File: config.mk
export PLATFORM = sky130hd
export DESIGN_NAME = spi_master_engine
export DESIGN_NICKNAME = d
export VERILOG_FILES = /design/src/rtl/spi_pkg.sv /design/src/rtl/spi_master_engine.sv
export SDC_FILE = /design/constraint.sdc
export NUM_CORES = 1
export LEC_CHECK = 0
export BUFFER_PORTS_ARGS = -buffer_cell sky130_fd_sc_hd__clkbuf_2
export CAP_MARGIN = 5
export CORE_ASPECT_RATIO = 1.2
export CORE_MARGIN = 5
export CORE_UTILIZATION = 64
export CTS_BUF_LIST = sky130_fd_sc_hd__clkbuf_8
export DETAILED_ROUTE_END_ITERATION = 16
export GPL_TIMING_DRIVEN = 0
export PLACE_DENSITY = 0.87
export RECOVER_POWER = 50
export SLEW_MARGIN = 10
export SYNTH_ARGS = -nofsm -noshare
export SYNTH_HDL_FRONTEND = slang
export SYNTH_SLANG_ARGS = --single-unit
File: constraint.sdc
create_clock -name clk -period 5 [get_ports clk]
set_input_delay 1.25 -clock clk [delete_from_list [all_inputs] [get_ports clk]]
set_output_delay 1.25 -clock clk [all_outputs]
set_load 0.02 [all_outputs]
File: src/rtl/spi_pkg.sv
// rtl/spi_pkg.sv - shared types and constants for the SPI master engine
// Contents: FSM state encoding, default idle byte, reset values of rx_buf and MOSI.
package spi_pkg;

  typedef enum logic [1:0] {
    ST_IDLE = 2'd0,
    ST_LOW  = 2'd1,
    ST_HIGH = 2'd2
  } spi_state_t;

  localparam logic [7:0] IDLE_BYTE_DEF = 8'hFF;
  localparam logic [7:0] RX_BUF_RST    = 8'hFF;
  localparam logic       MOSI_RST      = 1'b1;

endpackage

File: src/rtl/spi_master_engine.sv
// rtl/spi_master_engine.sv - byte-wide SPI master, mode 0, MSB first, pipelined reads
// Ports:
//   clk, rst          system clock, asynchronous active-high reset
//   enviar_dato, din  CPU write strobe (level) and write data
//   recibir_dato      CPU read strobe (level); its end launches an IDLE_BYTE transfer
//   dout, oe_n        last completed received byte, CPU output enable (active low)
//   busy              transfer in progress
//   spi_clk, spi_di   SCLK (idles low) and MOSI
//   spi_do            MISO from the selected slave
module spi_master_engine
  import spi_pkg::*;
#(
  parameter int unsigned HALF_PERIOD = 1,
  parameter logic [7:0]  IDLE_BYTE   = IDLE_BYTE_DEF
) (
  input  logic       clk,
  input  logic       rst,
  input  logic       enviar_dato,
  input  logic       recibir_dato,
  input  logic [7:0] din,
  output logic [7:0] dout,
  output logic       oe_n,
  output logic       busy,
  output logic       spi_clk,
  output logic       spi_di,
  input  logic       spi_do
);

  localparam logic [3:0] DIV_LAST = 4'(HALF_PERIOD - 1);

  spi_state_t state;
  logic       en_q, rd_q;
  logic       pend_v;
  logic [7:0] pend_d;
  logic [6:0] tx_sh;          // bits still to be sent after the one on spi_di
  logic [7:0] rx_sh;
  logic [7:0] rx_buf;
  logic [2:0] bit_cnt;
  logic [3:0] div_cnt;

  logic       wr_rise, rd_fall, new_req, last_edge, consume;
  logic [7:0] new_data;

  always_comb begin
    wr_rise   = enviar_dato & ~en_q;
    rd_fall   = rd_q & ~recibir_dato;
    new_req   = wr_rise | rd_fall;
    // A write edge in the same cycle as a read end wins; the dummy read is dropped.
    new_data  = wr_rise ? din : IDLE_BYTE;
    last_edge = (state == ST_HIGH) && (div_cnt == DIV_LAST) && (bit_cnt == 3'd7);
    consume   = pend_v && ((state == ST_IDLE) || last_edge);
  end

  assign dout = rx_buf;
  assign oe_n = rst | ~recibir_dato;

  always_ff @(posedge clk or posedge rst) begin
    if (rst) begin
      state   <= ST_IDLE;
      en_q    <= 1'b0;
      rd_q    <= 1'b0;
      pend_v  <= 1'b0;
      pend_d  <= 8'h00;
      tx_sh   <= 7'h00;
      rx_sh   <= 8'h00;
      rx_buf  <= RX_BUF_RST;
      bit_cnt <= 3'd0;
      div_cnt <= 4'd0;
      busy    <= 1'b0;
      spi_clk <= 1'b0;
      spi_di  <= MOSI_RST;
    end else begin
      en_q <= enviar_dato;
      rd_q <= recibir_dato;

      // A fresh request overwrites the pending slot even as the old one is taken.
      if (new_req) begin
        pend_v <= 1'b1;
        pend_d <= new_data;
      end else if (consume) begin
        pend_v <= 1'b0;
      end

      case (state)
        ST_IDLE: begin
          if (pend_v) begin
            state   <= ST_LOW;
            tx_sh   <= pend_d[6:0];
            spi_di  <= pend_d[7];
            bit_cnt <= 3'd0;
            div_cnt <= 4'd0;
            busy    <= 1'b1;
          end
        end
        ST_LOW: begin
          if (div_cnt == DIV_LAST) begin
            div_cnt <= 4'd0;
            state   <= ST_HIGH;
            spi_clk <= 1'b1;
            rx_sh   <= {rx_sh[6:0], spi_do};
          end else begin
            div_cnt <= div_cnt + 4'd1;
          end
        end
        ST_HIGH: begin
          if (div_cnt == DIV_LAST) begin
            div_cnt <= 4'd0;
            spi_clk <= 1'b0;
            if (bit_cnt != 3'd7) begin
              state   <= ST_LOW;
              spi_di  <= tx_sh[6];
              tx_sh   <= {tx_sh[5:0], 1'b0};
              bit_cnt <= bit_cnt + 3'd1;
            end else begin
              rx_buf <= rx_sh;
              if (pend_v) begin
                // Chain straight into the queued byte with no idle cycle.
                state   <= ST_LOW;
                tx_sh   <= pend_d[6:0];
                spi_di  <= pend_d[7];
                bit_cnt <= 3'd0;
              end else begin
                state <= ST_IDLE;
                busy  <= 1'b0;
              end
            end
          end else begin
            div_cnt <= div_cnt + 4'd1;
          end
        end
        default: state <= ST_IDLE;
      endcase
    end
  end

endmodule

==> impl_results.md, run 1 <==
* Run status: completed
* Crit start category: input pin
* Avg Cell Area, Syn at 12.1 um2
* Sequential cell area at 1160 um2
* Largest delay share family, worst path: buffers and inverters
* Number of stages on the worst setup path at 5
* Tot GR Track Use at 20.3%
* GR Util met1 at 20.7%
* Fin. max-slew vios at 0
* Static leakage at 1.10 nW
* Unrepaired setup endpoints after global routing: false
* Post-route ant nets at 0
* # H-tree levels at 2
* Layout cells sized above 1 at 29.2%
* Number of iterations in the first detailed-routing pass at 4
* Post-route fraction of the period consumed by the critical path at 67.6%
* Count of hold buffers inserted by post-cts repair at 0
* Worst IR drop on VDD at 0.343 mV
* Maximum operating frequency at 296 MHz
* Starting utilization of the core area at 65.6%
* CTS buffer count at 5
* Total clock sinks at 46
* Number of enable flip-flop cells after synthesis at 0
* Die H at 73.8 um
* Count of buffering cells on the critical path with inverters included at 4
* Area of the placeable core at 3310 um2
* Antenna cells at 0
* Die Span X at 63.2 um
* Overall die area at 4660 um2
* Worst-case clock buffer depth at 2
* Clock edge transition at the registers on the reported setup and hold paths at 0.08 ns
* Postcts setup bufs at 0
* Final global-route overflow total at 0
* Number of global-route vias before repair at 1625
* Cell row count at 23
* Start-to-end type of the worst setup path: in -> out
* R2r worst-path depth at 6
* Area of combinational cells with multiple inputs at 880 um2
* Netlist Area Pre-Place at 2170 um2
* Quantity of gates resized following cts at 0
* Final Hold Violating Endpoints at 0
* Number of fill cells at 235
* Min setup slack post-route at 1.62 ns
* GR peak layer: met2
* Total detailed-routing wirelength at 4.20 mm
* Nature of the critical path endpoint: output pin
* Number of instances in the synthesized netlist at 179
* Max capacitance violation total at 0
* Met3 Resource Use GR at 4.74%
* Proportion of synthesized chip area in sequential cells at 53.6%
* Crit-path slowest cell: sky130_fd_sc_hd__buf_12
* Via Count at 1485
* NumNets Final at 233
* Highest net fanout along the worst path at 40
* Setup violation total in the final timing report at 0
* Number of library cell types mapped by synthesis at 40
* Antenna violations before repair at 0
* RD Place Congestion at 0.792
* End-of-flow core utilization at 73.0%
* Worst-case headroom to the max-slew limit at 48.3%
* Number of cells traversed by the worst hold path at 1
* Sum of negative setup slack at 0 ns
* Total number of yosys warnings at 0
* Dominant synthesized flop cell: sky130_fd_sc_hd__dfrtp_1
* # DRC at 0
* Power density over the cells at 524 nW/um2
* Kind of path behind the tightest hold check: reg -> reg
* Clock tree from TritonCTS: yes
* P&R area growth vs syn at 11.4%
* Wire length of the first global-routing pass at 7.33 mm
* Required time at the worst-slack endpoint at 3.75 ns
* Final worst clock skew at 0.00663 ns
* Largest net degree at the start of global routing at 41
* Input/output buffers at 24
* Per-cell routed wire length at 16.9 um
* Clock latency on the worst-skew pair at 0.30 ns
* FFs w/ async S/R, synth at 100%
* Cell at the root of the clock tree: sky130_fd_sc_hd__clkbuf_8
* Net Count, Synth at 201
* Signal arrival time at the worst endpoint at 2.13 ns
* Iteration-0 DRC Markers at 73
* Cell chain of the critical path: clkbuf_2, inv_1, buf_12, nand2_1, clkbuf_2
* Fin crit period at 3.38 ns
* Slew at the pin closest to its max-slew limit at 0.773 ns
* Placement Setup Slack at 1.72 ns
* Met2 routing resource usage after global routing at 38.8%
* Crit path largest cell delay at 0.27 ns
* Count of boundary I/O pins at 25
* Via-per-instance ratio at 5.96
* Post-detailed-placement half-perimeter wirelength at 3.05 mm
* Register bit total from synthesis at 46
* Cell repeated most along the worst path: sky130_fd_sc_hd__clkbuf_2
[layout make-up]
type                            instances  area share [%]
Clock buffer                            5            2.85
Sequential cell                        46            48.1
Clock inverter                          3           0.725
Tap cell                               37            1.92
Inverter                               20            3.11
Buffer                                  7            1.19
Timing Repair Buffer                   25            5.70
Multi-Input combinational cell        106            36.4
[cell families (layout without fill, tap and decap cells)]
| family | after synthesis | count (layout) | synth area share [%] |
|---|---|---|---|
| flops | 46 | 46 | 53.6 |
| simple gates | 33 | 33 | 10.2 |
| buf+inv | 27 | 60 | 5.13 |
| compound gates | 48 | 48 | 17.6 |
| fa+ha+maj | 9 | 9 | 5.19 |
| mux | 16 | 16 | 8.30 |
[registers in the layout (all words and copies together) (netlist names), 2 cells and up]
name / flops
div_cnt: 4
tx_sh: 7
pend_d: 8
state: 2
rx_sh: 8
bit_cnt: 3
dout: 8
[cell usage in the layout, fill, tap and decap left out, drive strengths merged, types with 2 or more instances in the layout]
cell type / Yosys / final
a31oi: 7 / 7
o311ai: 2 / 2
mux2: 16 / 16
nand3: 3 / 3
o22ai: 3 / 3
buf: 3 / 3
o21ai: 8 / 8
nor2: 4 / 4
dfrtp: 37 / 37
o22a: 15 / 15
ha: 9 / 9
nand2b: 5 / 5
o31ai: 2 / 2
nor3b: 7 / 7
nor2b: 4 / 4
inv: 20 / 21
clkinv: 0 / 2
nand2: 5 / 5
dfstp: 9 / 9
a22o: 2 / 2
clkbuf: 4 / 34
[final timing paths]
path	slack, ns	from	endpoint
worst min register to register	0.49	spi_clk	spi_clk
worst min-delay path	0.49	spi_clk	spi_clk
max in group asynchronous	3.54	rst	spi_di
worst max-delay path	1.62	rst	oe_n
min in group asynchronous	0.88	rst	rx_sh[7]
worst max register to register	2.61	div_cnt[0]	rx_sh[5]
[per-stage QoR]
step / instance area, um2 / power (mW) / std cells / hold slack [ns]
2_1_floorplan: 2170 / 0.940 / 179 / 0.460
3_3_place_gp: 2340 / 1.02 / 240 / 0.472
3_5_place_dp: 2360 / 1.07 / 241 / 0.480
4_1_cts: 2440 / 1.29 / 249 / 0.499
5_1_grt: 2420 / 1.36 / 249 / 0.521
6_report: 2420 / 1.27 / 249 / 0.490
[worst reg2reg max path: cells and delay by family, from the launching register on]
| family | cells | cell delay (ns) |
|---|---|---|
| buffers and inverters | 2 | 0.27 |
| multiplexers | 1 | 0.42 |
| adder cells (fa/ha/maj) | 1 | 0.18 |
| AND/OR/NAND/NOR | 2 | 0.98 |
| flip-flops | 1 | 0.42 |
[cells in the mapped netlist, types with 2 or more instances]
cell type,number,area share [%]
sky130_fd_sc_hd__dfstp_2,9,11
sky130_fd_sc_hd__nor2b_1,4,1.2
sky130_fd_sc_hd__clkbuf_1,4,0.69
sky130_fd_sc_hd__inv_1,20,3.5
sky130_fd_sc_hd__buf_2,2,0.46
sky130_fd_sc_hd__nand2b_1,5,1.4
sky130_fd_sc_hd__nand2_1,4,0.69
sky130_fd_sc_hd__ha_1,9,5.2
sky130_fd_sc_hd__o31ai_1,2,0.69
sky130_fd_sc_hd__o21ai_0,7,1.6
sky130_fd_sc_hd__nor2_1,3,0.52
sky130_fd_sc_hd__o22a_1,15,6.1
sky130_fd_sc_hd__mux2_2,15,7.8
sky130_fd_sc_hd__o22ai_1,3,0.87
sky130_fd_sc_hd__dfrtp_1,37,43
sky130_fd_sc_hd__nor3b_1,7,2.4
sky130_fd_sc_hd__a22o_1,2,0.81
sky130_fd_sc_hd__a31oi_1,7,2.0
sky130_fd_sc_hd__nand3_1,3,0.69
[layer usage]
metal	up-vias	part of all wire, %
met5	-	0
li1	706	-
met2	31	55
met3	6	3.5
met1	742	40
met4	0	1.8
[power by group]
part           switching (mW)  leakage [nW]  total [mW]  internal [mW]
sequential             0.0672         0.519       0.548          0.481
combinational           0.270         0.531       0.499          0.229
clock                   0.123        0.0493       0.219         0.0966
No activity file was read; power rests on OpenSTA's default activity.
==> run 2: changes to the inputs <==
CORE_UTILIZATION = 60   (was 64)
PLACE_DENSITY = 0.83   (was 0.87)
clock period = 3.48 ns   (was 5 ns; I/O delays follow)
==> impl_results.md, run 2 (synthesis gave the netlist of run 1 again) <==
* Final Hold Violating Endpoints at 0 (unchanged)
* Clock latency on the worst-skew pair at 0.30 ns (about the same)
* Crit path largest cell delay at 0.49 ns (was 0.27 ns)
* Largest delay share family, worst path: buffers and inverters (unchanged)
* Cell chain of the critical path: clkbuf_2, inv_1, buf_12, nand2_1, clkbuf_2 (unchanged)
* Area of the placeable core at 3570 um2 (was 3310 um2)
* Commonest cells after routing, fill and taps aside: 37 x sky130_fd_sc_hd__dfrtp_1, 22 x sky130_fd_sc_hd__clkbuf_2, 20 x sky130_fd_sc_hd__inv_1 (was 37 x sky130_fd_sc_hd__dfrtp_1, 22 x sky130_fd_sc_hd__clkbuf_2, 21 x sky130_fd_sc_hd__inv_1)
* Crit-path slowest cell: sky130_fd_sc_hd__inv_1 (was sky130_fd_sc_hd__buf_12)
* Required time at the worst-slack endpoint at 2.61 ns (was 3.75 ns)
* # H-tree levels at 2 (unchanged)
* GR peak layer: met2 (unchanged)
* Final worst clock skew at 0.00684 ns (was 0.00663 ns)
* Maximum operating frequency at 354 MHz
* Count of boundary I/O pins at 25 (unchanged)
* Number of global-route vias before repair at 1583 (was 1625)
* Summed area of non-filler cells in the final layout at 2450 um2 (was 2420 um2)
* # DRC at 0 (unchanged)
* Input/output buffers at 24 (unchanged)
* Met2 routing resource usage after global routing at 35.2% (was 38.8%)
* Worst-case clock buffer depth at 2 (unchanged)
* R2r worst-path depth at 6 (unchanged)
* Iteration-0 DRC Markers at 68 (was 73)
* Total clock sinks at 46 (unchanged)
* Area of combinational cells with multiple inputs at 880 um2 (unchanged)
* Overall die area at 4920 um2 (was 4660 um2)
* GR Util met1 at 22.2% (was 20.7%)
* DP Area at 2360 um2 (about the same)
* Setup violation total in the final timing report at 0 (unchanged)
* Clock edge transition at the registers on the reported setup and hold paths at 0.08 ns (about the same)
* Total detailed-routing wirelength at 4.21 mm (was 4.20 mm)
* Fin crit period at 2.82 ns
* Slew at the pin closest to its max-slew limit at 0.739 ns (was 0.773 ns)
* Antenna cells at 0 (unchanged)
* Post-route fraction of the period consumed by the critical path at 81.1%
* Sequential cell area at 1160 um2 (unchanged)
* Max capacitance violation total at 0 (unchanged)
* Count of hold buffers inserted by post-cts repair at 0 (unchanged)
* Cell repeated most along the worst path: sky130_fd_sc_hd__clkbuf_2 (unchanged)
* Number of fill cells at 258 (was 235)
* Clock tree from TritonCTS: yes (unchanged)
* Number of stages on the worst setup path at 5 (unchanged)
* Quantity of gates resized following cts at 0 (unchanged)
* Worst IR drop on VDD at 0.411 mV (was 0.343 mV)
* Via Count at 1484 (was 1485)
* Post-route ant nets at 0 (unchanged)
* P&R area growth vs syn at 13.0% (was 11.4%)
* Number of cells traversed by the worst hold path at 1 (unchanged)
* Die Span X at 64.9 um (was 63.2 um)
* Static leakage at 1.11 nW (was 1.10 nW)
* Worst-case headroom to the max-slew limit at 50.6% (was 48.3%)
* Unrepaired setup endpoints after global routing: false (unchanged)
* Largest net degree at the start of global routing at 32 (was 41)
* PnR Total Power at 1.91 mW (was 1.27 mW)
* Per-cell routed wire length at 16.8 um (was 16.9 um)
* RD Place Congestion at 0.765 (was 0.792)
* Sum of negative setup slack at 0 ns (unchanged)
* Cell at the root of the clock tree: sky130_fd_sc_hd__clkbuf_8 (unchanged)
* Starting utilization of the core area at 60.7% (was 65.6%)
* CTS buffer count at 5 (unchanged)
* Die H at 75.9 um (was 73.8 um)
* Commonest non-fill, non-tap cell in the layout: sky130_fd_sc_hd__dfrtp_1 (unchanged)
* Via-per-instance ratio at 5.91 (was 5.96)
* Crit start category: input pin (unchanged)
* Highest net fanout along the worst path at 31 (was 40)
* Antenna violations before repair at 0 (unchanged)
* Tot GR Track Use at 19.3% (was 20.3%)
* Postcts setup bufs at 0 (unchanged)
* Layout cells sized above 1 at 30.2% (was 29.2%)
* Kind of path behind the tightest hold check: reg -> reg (unchanged)
* NumNets Final at 233 (unchanged)
* Run status: completed (unchanged)
* Number of iterations in the first detailed-routing pass at 4 (unchanged)
* Met3 Resource Use GR at 3.98% (was 4.74%)
* Wire length of the first global-routing pass at 7.34 mm (was 7.33 mm)
* Cell row count at 24 (was 23)
* Count of buffering cells on the critical path with inverters included at 4 (unchanged)
* Start-to-end type of the worst setup path: in -> out (unchanged)
* Nature of the critical path endpoint: output pin (unchanged)
* Power density over the cells at 778 nW/um2 (was 524 nW/um2)
* Post-detailed-placement half-perimeter wirelength at 3.20 mm (was 3.05 mm)
* Final global-route overflow total at 0 (unchanged)
* Fin. max-slew vios at 0 (unchanged)
* Signal arrival time at the worst endpoint at 1.95 ns (was 2.13 ns)
==> run 2: cell count changes in the layout (fill, tap and decap cells not counted), sizes merged <==
cell,before,now
buf,3,4
bufinv,0,1
clkbuf,34,33
clkinv,2,1
==> run 2: stage by stage <==
stage               cells  util, %  hold WS, ns  worst slack, ns
finish                251     68.6        0.495            0.659
global route          251     68.6        0.519            0.488
CTS                   251     69.2        0.498            0.846
detailed placement    243     66.0        0.479            0.845
global placement      242     65.4        0.471            0.132
floorplan             179        -        0.460            0.407
==> run 2: path summary, 6_finish.rpt <==
kind	endpoint	startpoint	slack [ns]
hold reg to reg	pend_d[2]	pend_d[2]	0.49
hold / removal	pend_d[2]	pend_d[2]	0.49
setup / recovery	oe_n	rst	0.66
setup reg to reg	rx_sh[2]	div_cnt[0]	1.20
min in group asynchronous	rx_sh[1]	rst	0.64
max in group asynchronous	spi_di	rst	2.17
==> run 2: layout make-up <==
| cell class | instances | share of cell area, % |
|---|---|---|
| Buffer | 7 | 1.48 |
| Clock buffer | 5 | 2.81 |
| Clock inverter | 3 | 1.79 |
| Inverter | 20 | 3.06 |
| Multi-Input combinational cell | 106 | 35.9 |
| Sequential cell | 46 | 47.4 |
| Tap cell | 39 | 1.99 |
| Timing Repair Buffer | 25 | 5.61 |
==> run 2: where the power goes <==
group,internal (mW),switching (mW),total [mW]
registers,0.691,0.0951,0.787
logic,0.330,0.395,0.725
clock network,0.215,0.182,0.397
==> run 2: per-layer routing <==
layer	up-vias	routed length, um
met5	-	0
met4	0	79
met3	10	139
met2	37	2250
met1	735	1740
li1	702	-
==> run 2: worst reg2reg max path: stages, from the launching register on <==
cell and delay, ns:
sky130_fd_sc_hd__dfrtp_1 0.42, sky130_fd_sc_hd__inv_1 0.07, sky130_fd_sc_hd__ha_1 0.17, sky130_fd_sc_hd__or3b_1 0.37
sky130_fd_sc_hd__buf_6 0.15, sky130_fd_sc_hd__nor2_1 0.56, sky130_fd_sc_hd__mux2_2 0.42
